File: config.mk
export PLATFORM = sky130hd
export DESIGN_NAME = pc_fetch_ctrl
export DESIGN_NICKNAME = d
export VERILOG_FILES = /design/src/rtl/pc_fetch_ctrl.sv
export SDC_FILE = /design/constraint.sdc
export NUM_CORES = 1
export LEC_CHECK = 0
export ABC_AREA = 1
export CORE_MARGIN = 3
export CORE_UTILIZATION = 50
export DETAILED_ROUTE_END_ITERATION = 8
export PLACE_DENSITY = 0.93
export SYNTH_ARGS = -nofsm -noshare
export SYNTH_HDL_FRONTEND = slang
export SYNTH_SLANG_ARGS = --single-unit
File: constraint.sdc
create_clock -name clk -period 2.7 [get_ports clk]
set_clock_uncertainty 0.05 [all_clocks]
set_input_delay 0.675 -clock clk [delete_from_list [all_inputs] [get_ports clk]]
set_output_delay 0.675 -clock clk [all_outputs]
set_load 0.02 [all_outputs]
File: src/rtl/pc_fetch_ctrl.sv
// Program-counter register and next-PC controller for the 16-bit word-addressed fetch stage.
// Selects sequential, branch-relative, absolute-jump or hold each cycle; sequences start-up, flush bubbles and halt.
module pc_fetch_ctrl #(
  parameter int                    ADDR_WIDTH   = 16,
  parameter logic [ADDR_WIDTH-1:0] RESET_VEC    = 16'h0000,
  parameter int                    FLUSH_CYCLES = 1
) (
  input  logic                  clk,
  input  logic                  rst,
  input  logic                  stall,
  input  logic                  halt,
  input  logic                  jump,
  input  logic [ADDR_WIDTH-1:0] jumpAddr,
  input  logic                  branchTaken,
  input  logic [ADDR_WIDTH-1:0] branchOffset,
  input  logic [ADDR_WIDTH-1:0] incrAddr,
  output logic [ADDR_WIDTH-1:0] pcAddr,
  output logic                  fetchValid,
  output logic                  flush,
  output logic [1:0]            ctrlState
);

  typedef enum logic [1:0] {
    ST_START  = 2'b00,
    ST_RUN    = 2'b01,
    ST_FLUSH  = 2'b10,
    ST_HALTED = 2'b11
  } state_t;

  // Counter is loaded with bubbles-remaining-minus-one so that zero marks the final bubble.
  localparam logic [1:0] FLUSH_INIT = 2'(FLUSH_CYCLES - 1);

  state_t                  state_r, state_next_s;
  logic [ADDR_WIDTH-1:0]   pc_r, pc_next_s;
  logic                    valid_r, valid_next_s;
  logic                    flush_r, flush_next_s;
  logic [1:0]              cnt_r, cnt_next_s;

  // State, PC and registered output flags.
  always_ff @(posedge clk or posedge rst) begin
    if (rst) begin
      state_r <= ST_START;
      pc_r    <= RESET_VEC;
      valid_r <= 1'b0;
      flush_r <= 1'b0;
      cnt_r   <= 2'd0;
    end else begin
      state_r <= state_next_s;
      pc_r    <= pc_next_s;
      valid_r <= valid_next_s;
      flush_r <= flush_next_s;
      cnt_r   <= cnt_next_s;
    end
  end

  // Next-state and next-PC selection; RUN requests are resolved in priority order.
  always_comb begin
    state_next_s = state_r;
    pc_next_s    = pc_r;
    valid_next_s = valid_r;
    flush_next_s = flush_r;
    cnt_next_s   = cnt_r;
    case (state_r)
      ST_START: begin
        state_next_s = ST_RUN;
        valid_next_s = 1'b1;
        flush_next_s = 1'b0;
      end
      ST_RUN: begin
        if (halt) begin
          state_next_s = ST_HALTED;
          valid_next_s = 1'b0;
          flush_next_s = 1'b0;
        end else if (jump || branchTaken) begin
          // Redirects win over stall; the branch sum wraps modulo 2^16.
          pc_next_s    = jump ? jumpAddr : (incrAddr + branchOffset);
          state_next_s = ST_FLUSH;
          valid_next_s = 1'b0;
          flush_next_s = 1'b1;
          cnt_next_s   = FLUSH_INIT;
        end else if (stall) begin
          pc_next_s    = pc_r;
        end else begin
          pc_next_s    = incrAddr;
          valid_next_s = 1'b1;
          flush_next_s = 1'b0;
        end
      end
      ST_FLUSH: begin
        if (halt) begin
          state_next_s = ST_HALTED;
          valid_next_s = 1'b0;
          flush_next_s = 1'b0;
        end else if (cnt_r == 2'd0) begin
          state_next_s = ST_RUN;
          valid_next_s = 1'b1;
          flush_next_s = 1'b0;
        end else begin
          cnt_next_s   = cnt_r - 2'd1;
        end
      end
      ST_HALTED: begin
        valid_next_s = 1'b0;
        flush_next_s = 1'b0;
      end
      default: begin
        state_next_s = ST_START;
        pc_next_s    = RESET_VEC;
        valid_next_s = 1'b0;
        flush_next_s = 1'b0;
        cnt_next_s   = 2'd0;
      end
    endcase
  end

  assign pcAddr     = pc_r;
  assign fetchValid = valid_r;
  assign flush      = flush_r;
  assign ctrlState  = state_r;

endmodule

# Word-level counts from Yosys, hierarchy flattened
# Cells that the tools add are included.
[totals]
reg_bits = 22
input_bits = 54
out_inout_bits = 20
elab_cells = 54
[classes]
add_sub_neg = 2
n_eq_ne = 11
n_mux = 25
bitwise = 1
n_reduce_logical = 10
[op_table]
columns = ["cell", "count"]
rows = [
  ["2-to-1 mux 16 bit", 3],
  ["adder 16 bit", 1],
  ["2-to-1 mux 2 bit", 8],
  ["2-to-1 mux 1 bit", 10],
  ["!= test 2 bit (second input constant)", 4],
  ["!= test 3 bit (second input constant)", 2],
  ["one-hot mux 2 bit (3 select lines)", 1],
  ["AND reduction 3 bit", 2],
  ["AND reduction 5 bit", 1],
  ["equality test 2 bit (second input constant)", 2],
  ["logical NOT 2 bit", 2],
  ["!= test 4 bit (second input constant)", 1],
  ["one-hot mux 1 bit (4 select lines)", 1],
  ["one-hot mux 2 bit (2 select lines)", 1],
  ["one-hot mux 1 bit (3 select lines)", 1],
  ["nonzero test 3 bit", 1],
  ["equality test 2 x 1 -> 1 bit (second input constant)", 1],
  ["!= test 2 x 1 -> 1 bit (second input constant)", 1],
  ["AND reduction 2 bit", 1],
  ["nonzero test 2 bit", 1],
  ["OR reduction 2 bit", 1],
  ["subtractor 2 x 1 -> 2 bit (second input constant)", 1],
  ["logical OR 1 bit", 1],
  ["inverter 1 bit", 1],
]

# Longest topological paths before layout
# Gate-level depths: netlist of run 1.
[depth]
ltp_word = 4
depth_mapped = 13
mapped_depth_nobuf = 13

# Least setup slack after synthesis of run 1
# No wires, ideal clock.
[synth_path]
kind = "in2reg"
from = "input branchOffset[0]"
to = "register pc_r[12] (netlist: pcAddr[12])"
setup_ns = 0.116
arrival_time_ns = 1.911
required_time_ns = 2.534
slack_ns = 0.623
path_stages = 11
n_path_buf = 0
cell_sequence = "ha_1 -> fa_1 -> nand2_1 -> nand2_1 -> and2_1 -> nand3_1 -> nand4_1 -> nand3_1 -> nand2_1 -> nand2_1 -> nand2_1"
[synth_via]
elab_chain_len = 3
[synth_rtl]
columns = ["element", "line", "rtl"]
rows = [
  ["from (decl)", "15", "input logic [ADDR_WIDTH-1:0] branchOffset,"],
  ["adder 16 bit", "76", "pc_next_s = jump ? jumpAddr : (incrAddr + branchOffset);"],
  ["2-to-1 mux 16 bit", "76", ""],
  ["2-to-1 mux 16 bit", "74", "end else if (jump || branchTaken) begin"],
  ["to (signal assigned)", "49", "pc_r <= pc_next_s;"],
  ["to (decl)", "34", "logic [ADDR_WIDTH-1:0] pc_r, pc_next_s;"],
]
# Every way passes these cells.
# A chain may end at the register's enable or synchronous reset.

# Worst setup path in the final report of run 1
[layout_path]
from = "input branchOffset[0]"
to = "register pc_r[8] (netlist: pcAddr[8])"
# The elaborated chain is that of the path after synthesis.

==> results of run 1 <==
cell type report:
cell class,instances,area [um^2],share of cell area
Tap cell,50,62.6,0.0202
Clock inverter,1,30.0,0.00968
Sequential cell,22,551,0.177
Multi-Input combinational cell,278,1460,0.471
Clock buffer,3,41.3,0.0133
Timing Repair Buffer,77,761,0.245
Inverter,52,198,0.0637
final timing paths:
| check | to | slack [ps] | cells after the start |
|---|---|---|---|
| max | pcAddr[8]$_DFFE_PP0P_ | 230 | 12 |
| min | pcAddr[13]$_DFFE_PP0P_ | 440 | 2 |
| max reg2reg | pcAddr[4]$_DFFE_PP0P_ | 830 | 9 |
| min reg2reg | pcAddr[13]$_DFFE_PP0P_ | 440 | 2 |
| max in group asynchronous | pcAddr[8]$_DFFE_PP0P_ | 1650 | 3 |
| min in group asynchronous | pcAddr[15]$_DFFE_PP0P_ | 710 | 3 |
where the power goes:
group	internal [mW]	total [mW]	switching, mW	leakage (nW)
clock	0.198	0.320	0.122	0.0357
sequential	0.488	0.595	0.107	0.267
combinational	0.550	1.23	0.684	1.30
total	1.24	2.15	0.913	1.60
critical path: stages:
cell and delay [ps]:
clkdlybuf4s50_1 420, ha_1 230, fa_1 420, nand2_1 100
nand2_1 60, and2_1 170, nand2_1 110, nand3_1 110
nand2_1 80, nand3_1 60, nand2_1 60, a21oi_1 60
per-layer routing:
| metal | vias up | part of all wire | global-route usage |
|---|---|---|---|
| li1 | 1279 | - | - |
| met5 | - | 0 | 0 |
| met2 | 126 | 0.50 | 0.466 |
| met1 | 1198 | 0.40 | 0.318 |
| met3 | 10 | 0.082 | 0.0358 |
| met4 | 0 | 0.012 | 0.0656 |
stage by stage:
step / instance area, um^2 / util / total power [mW]
after detailed placement: 3030 / 0.727 / 1.82
after floorplan: 2250 / - / 1.30
after CTS: 3100 / 0.744 / 2.15
after global routing: 3100 / 0.744 / 2.30
final: 3100 / 0.744 / 2.15
after global placement: 3030 / 0.727 / 1.78
state kept, by name, summed over array words and instances (netlist names):
name        flops
flush           1
pcAddr         16
cnt_r           2
ctrlState       2
fetchValid      1
cell usage in the layout, fill, tap and decap left out, types with 2 or more instances in the layout:
cell	n
inv_1	47
xor2_1	3
clkdlybuf4s50_1	73
o21ai_0	9
nand2_1	122
nand3_1	25
ha_1	21
or2_1	2
inv_2	3
nor3_1	3
o211ai_1	3
o21ai_1	2
buf_4	4
nand3b_1	3
clkbuf_8	3
dfrtp_1	22
nand4_1	2
nor2_1	34
xnor2_1	2
a21oi_1	29
nor2_2	8
kinds of logic after synthesis:
group | after synthesis | synth area share
AO/OA/AOI/OAI | 50 | 0.126
XOR/XNOR | 5 | 0.0195
adder cells (fa/ha/maj) | 22 | 0.126
buffers and inverters | 59 | 0.107
flip-flops | 22 | 0.245
AND/OR/NAND/NOR | 201 | 0.377
==> flow_summary.json, run 1 <==
{
  "drc": 0,
  "row_count": 23,
  "ys_seq_elements": 22,
  "path_class": "input pin to register",
  "arrival_ps": 2580,
  "netlist_area_um2": 2250,
  "drive_gt1_frac": 0.0531,
  "io_pins": 74,
  "nets": 510,
  "hold_slack_ps": 444,
  "num_vias": 2613,
  "synthTopCellsByArea": "dfrtp_1, nand2_1, ha_1",
  "synth_top_area_cell": "dfrtp_1",
  "power.density_nw_per_um2": 692,
  "slew_headroom": 0.789,
  "dp_hpwl_um": 5320,
  "core_area_um2": 4170,
  "synth_enable_flop_cells": 0,
  "cts_tree": "done",
  "grt_pass1_wl_um": 10800,
  "rsz0062_at_grt": "false",
  "dp_slack_ps": 6.01,
  "ys_seq_area_frac": 0.245,
  "r2r_start": "ctrlState[1]$_DFFE_PP0P_",
  "finalCriticalPeriod_ps": 2470,
  "place_inst": 479,
  "path_max_fanout": 3,
  "cts-root-buf": "clkbuf_8",
  "area_growth_pct": 37.9,
  "hold_class": "register to register",
  "startpoint": "branchOffset[0]",
  "ctsResizeCount": 0,
  "antenna_found_initial": 0,
  "p_leak_nw": 1.60,
  "yosys.cell_types.count": 34,
  "die_h_um": 73.1,
  "routed_wirelength_um": 6740,
  "ant_nets": 0,
  "hold_viol": 0,
  "peakVddDrop_v": 0.000596,
  "start_util": 0.539,
  "crit_required_ps": 2810,
  "io_buffer_count": 73,
  "gr-total-overflow": 0,
  "max_freq_ghz": 0.405,
  "ys.flop_type": "dfrtp_1",
  "finalNonFillerCells": 483,
  "status": "finished clean",
  "synthesis.instances": 359,
  "nFillCells": 343,
  "cap_viol_max_count": 0,
  "hp-start": "pcAddr[13]$_DFFE_PP0P_",
  "synth_most_common_cell": "nand2_1",
  "die_w_um": 73.1,
  "tns_ps": 0,
  "dieArea_um2": 5340,
  "clkSinkCount": 22,
  "endpoint_kind": "register",
  "finalSetupViolCount": 0,
  "clock_tree.buffer_depth": 2,
  "yosys-top-cells-count": "nand2_1, inv_1, nor2_1",
  "cts_made_buffers": 3,
  "worst_pin_slew_ps": 315,
  "clk_pin_slew_worst_paths_ps": 90,
  "clkLatencyLatePin_ps": 270,
  "cts_max_level": 1,
  "first_global_vias": 2481,
  "avgViaCountPerCell": 5.41,
  "synth_top_area_frac": 0.245,
  "wl_per_cell_um": 14.0,
  "gp_congestion": 0.921,
  "slew_viol_final": 0,
  "postSynth.asyncResetShare": 1.00,
  "grtUsageTotal": 0.258,
  "initialDrtViolationCount": 151,
  "drtPass1Iterations": 4,
  "synthesis.nets": 435,
  "post-cts-setup-buffers": 0,
  "antenna_cells": 0,
  "setup_ws_ps": 231,
  "synth.avg_cell_area_um2": 6.27,
  "startpoint_type": "input pin",
  "grt_max_degree": 26,
  "finalCritPeriodShare": 0.914,
  "cts_hold_buf": 0,
  "yosys_warnings": 0
}
Power figures use the tool's default switching activity.
==> run 2: changes to the inputs <==
--- a/config.mk
+++ b/config.mk
@@ -6,8 +6,9 @@
 export NUM_CORES = 1
 export LEC_CHECK = 0
 export ABC_AREA = 1
-export CORE_MARGIN = 3
+export CORE_MARGIN = 2
 export CORE_UTILIZATION = 50
+export CTS_CLUSTER_DIAMETER = 200
 export DETAILED_ROUTE_END_ITERATION = 8
 export PLACE_DENSITY = 0.93
 export SYNTH_ARGS = -nofsm -noshare
==> flow_summary.json, run 2 (synthesis results as in run 1) <==
{
  "met2WireLength_um": 3290,
  "p_clk_frac": 0.145,
  "post-cts-setup-buffers": 0,
  "clkSinkCount": 22,
  "slew_headroom": 0.722,
  "dp_slack_ps": 0.631,
  "path_cells": "clkdlybuf4s50_1, ha_1, fa_1, nand2_1, nand2_1, and2_1, xnor2_1, nand2_1, o211ai_1, a21oi_1",
  "power.density_nw_per_um2": 693,
  "nets": 510,
  "path_class": "input pin to register",
  "cts_tree": "done",
  "hold_viol": 0,
  "ant_nets": 0,
  "row_count": 24,
  "met1_length_um": 2690,
  "status": "finished clean",
  "finalNonFillerCells": 485,
  "dr_wl_met3_um": 559,
  "r2r_start": "ctrlState[1]$_DFFE_PP0P_",
  "startpoint_type": "input pin",
  "final_cell_mix": "nand2_1, clkdlybuf4s50_1, inv_1",
  "r2r_setup_slack_ps": 700,
  "p_seq_frac": 0.278,
  "dieArea_um2": 5050,
  "first_global_vias": 2482,
  "gr-total-overflow": 0,
  "finalCriticalPeriod_ps": 2420,
  "p_comb_frac": 0.577,
  "crit_required_ps": 2800,
  "cap_viol_max_count": 0,
  "start_util": 0.517,
  "top_layer_used": "met4",
  "rsz0062_at_grt": "false",
  "initialDrtViolationCount": 222,
  "crit_path_max_incr_delay_ps": 420,
  "io_pins": 74,
  "crit_slowest_cell": "clkdlybuf4s50_1",
  "die_w_um": 71.1,
  "largest_reg_flops": 16,
  "grtUsageTotal": 0.274,
  "finalCritPeriodShare": 0.896,
  "final_common_cell": "nand2_1",
  "grt_pass1_wl_um": 11200,
  "reg2regPathDepth": 9,
  "core_area_um2": 4350,
  "cts_max_level": 1,
  "drtPass1Iterations": 8,
  "cts-root-buf": "clkbuf_8",
  "antenna_found_initial": 0,
  "slew_viol_final": 0,
  "cts_made_buffers": 3,
  "finalSetupViolCount": 0,
  "p_leak_nw": 1.60,
  "path_max_fanout": 3,
  "drive_gt1_frac": 0.0531,
  "final_util": 0.713,
  "p_switching_uw": 916,
  "drc": 0,
  "area_growth_pct": 38.0,
  "dp_hpwl_um": 5180,
  "setup_ws_ps": 280,
  "place_inst": 481,
  "endpoint_kind": "register",
  "ctsResizeCount": 0,
  "io_buffer_count": 73,
  "gp_congestion": 0.914,
  "hold_class": "register to register",
  "worst_pin_slew_ps": 416,
  "sw_frac_of_total": 0.425,
  "hold_slack_ps": 441,
  "num_vias": 2575,
  "r2r-end": "pcAddr[6]$_DFFE_PP0P_",
  "avgViaCountPerCell": 5.31,
  "internal_power_mw": 1.24,
  "max_freq_ghz": 0.413,
  "routed_wirelength_um": 6660,
  "wl_per_cell_um": 13.7,
  "grt_max_degree": 26,
  "cts_hold_buf": 0,
  "antenna_cells": 0,
  "die_h_um": 71.1,
  "clock_tree.buffer_depth": 2,
  "crit_path_end": "pcAddr[4]$_DFFE_PP0P_",
  "path_common_cell": "nand2_1",
  "nFillCells": 349,
  "tns_ps": 0,
  "arrival_ps": 2520,
  "clkLatencyLatePin_ps": 260,
  "peakVddDrop_v": 0.000672,
  "startpoint": "incrAddr[0]",
  "clk_pin_slew_worst_paths_ps": 90
}
run 2: cell counts in the layout (fill, tap and decap cells not counted):
Identical to the previous run, type by type.
run 2: worst min path at each step:
| stage | start | endpoint | depth (start not counted) | slack [ps] |
|---|---|---|---|---|
| global placement | pcAddr[15]$_DFFE_PP0P_ | pcAddr[15]$_DFFE_PP0P_ | 2 | 420 |
| floorplan | cnt_r[1]$_DFFE_PP0P_ | cnt_r[1]$_DFFE_PP0P_ | 2 | 470 |
| detailed placement | pcAddr[13]$_DFFE_PP0P_ | pcAddr[13]$_DFFE_PP0P_ | 2 | 420 |
| global route | pcAddr[0]$_DFFE_PP0P_ | pcAddr[0]$_DFFE_PP0P_ | 2 | 480 |
| finish | pcAddr[13]$_DFFE_PP0P_ | pcAddr[13]$_DFFE_PP0P_ | 2 | 440 |
| CTS | pcAddr[11]$_DFFE_PP0P_ | pcAddr[11]$_DFFE_PP0P_ | 2 | 440 |
run 2: routing by layer:
layer / vias to the layer above / GRT usage
met4: 0 / 0.0587
li1: 1293 / -
met2: 120 / 0.480
met1: 1150 / 0.352
met5: - / 0
met3: 12 / 0.0499
run 2: power by group through the flow:
stage | registers (mW) | clock network (mW) | logic [mW]
after global placement | 0.594 | 0 | 1.18
after global routing | 0.616 | 0.332 | 1.37
after detailed placement | 0.597 | 0 | 1.22
after CTS | 0.595 | 0.317 | 1.24
after floorplan | 0.751 | 0 | 0.553
final | 0.598 | 0.313 | 1.24
run 2: area by class of cell:
cell class                 count  area [um^2]  share of cell area
multi-input combinational    278         1460               0.470
timing repair buffer          77          761               0.245
sequential                    22          551               0.177
inverter                      52          198              0.0637
tap                           52         65.1              0.0210
clock buffer                   3         41.3              0.0133
clock inverter                 1         30.0             0.00967
run 2: worst max-delay path, delay by kind of cell:
family                   cells  cell delay (ps)
adder cells (fa/ha/maj)      2              640
AND/OR/NAND/NOR              4              400
XOR/XNOR                     1              190
buffers and inverters        1              420
AO/OA/AOI/OAI                2              180
run 2: per-stage QoR:
step	total power, mW	instance area, um^2
after floorplan	1.30	2250
after global placement	1.78	3030
after detailed placement	1.82	3030
after CTS	2.15	3110
after global routing	2.31	3110
final	2.15	3110
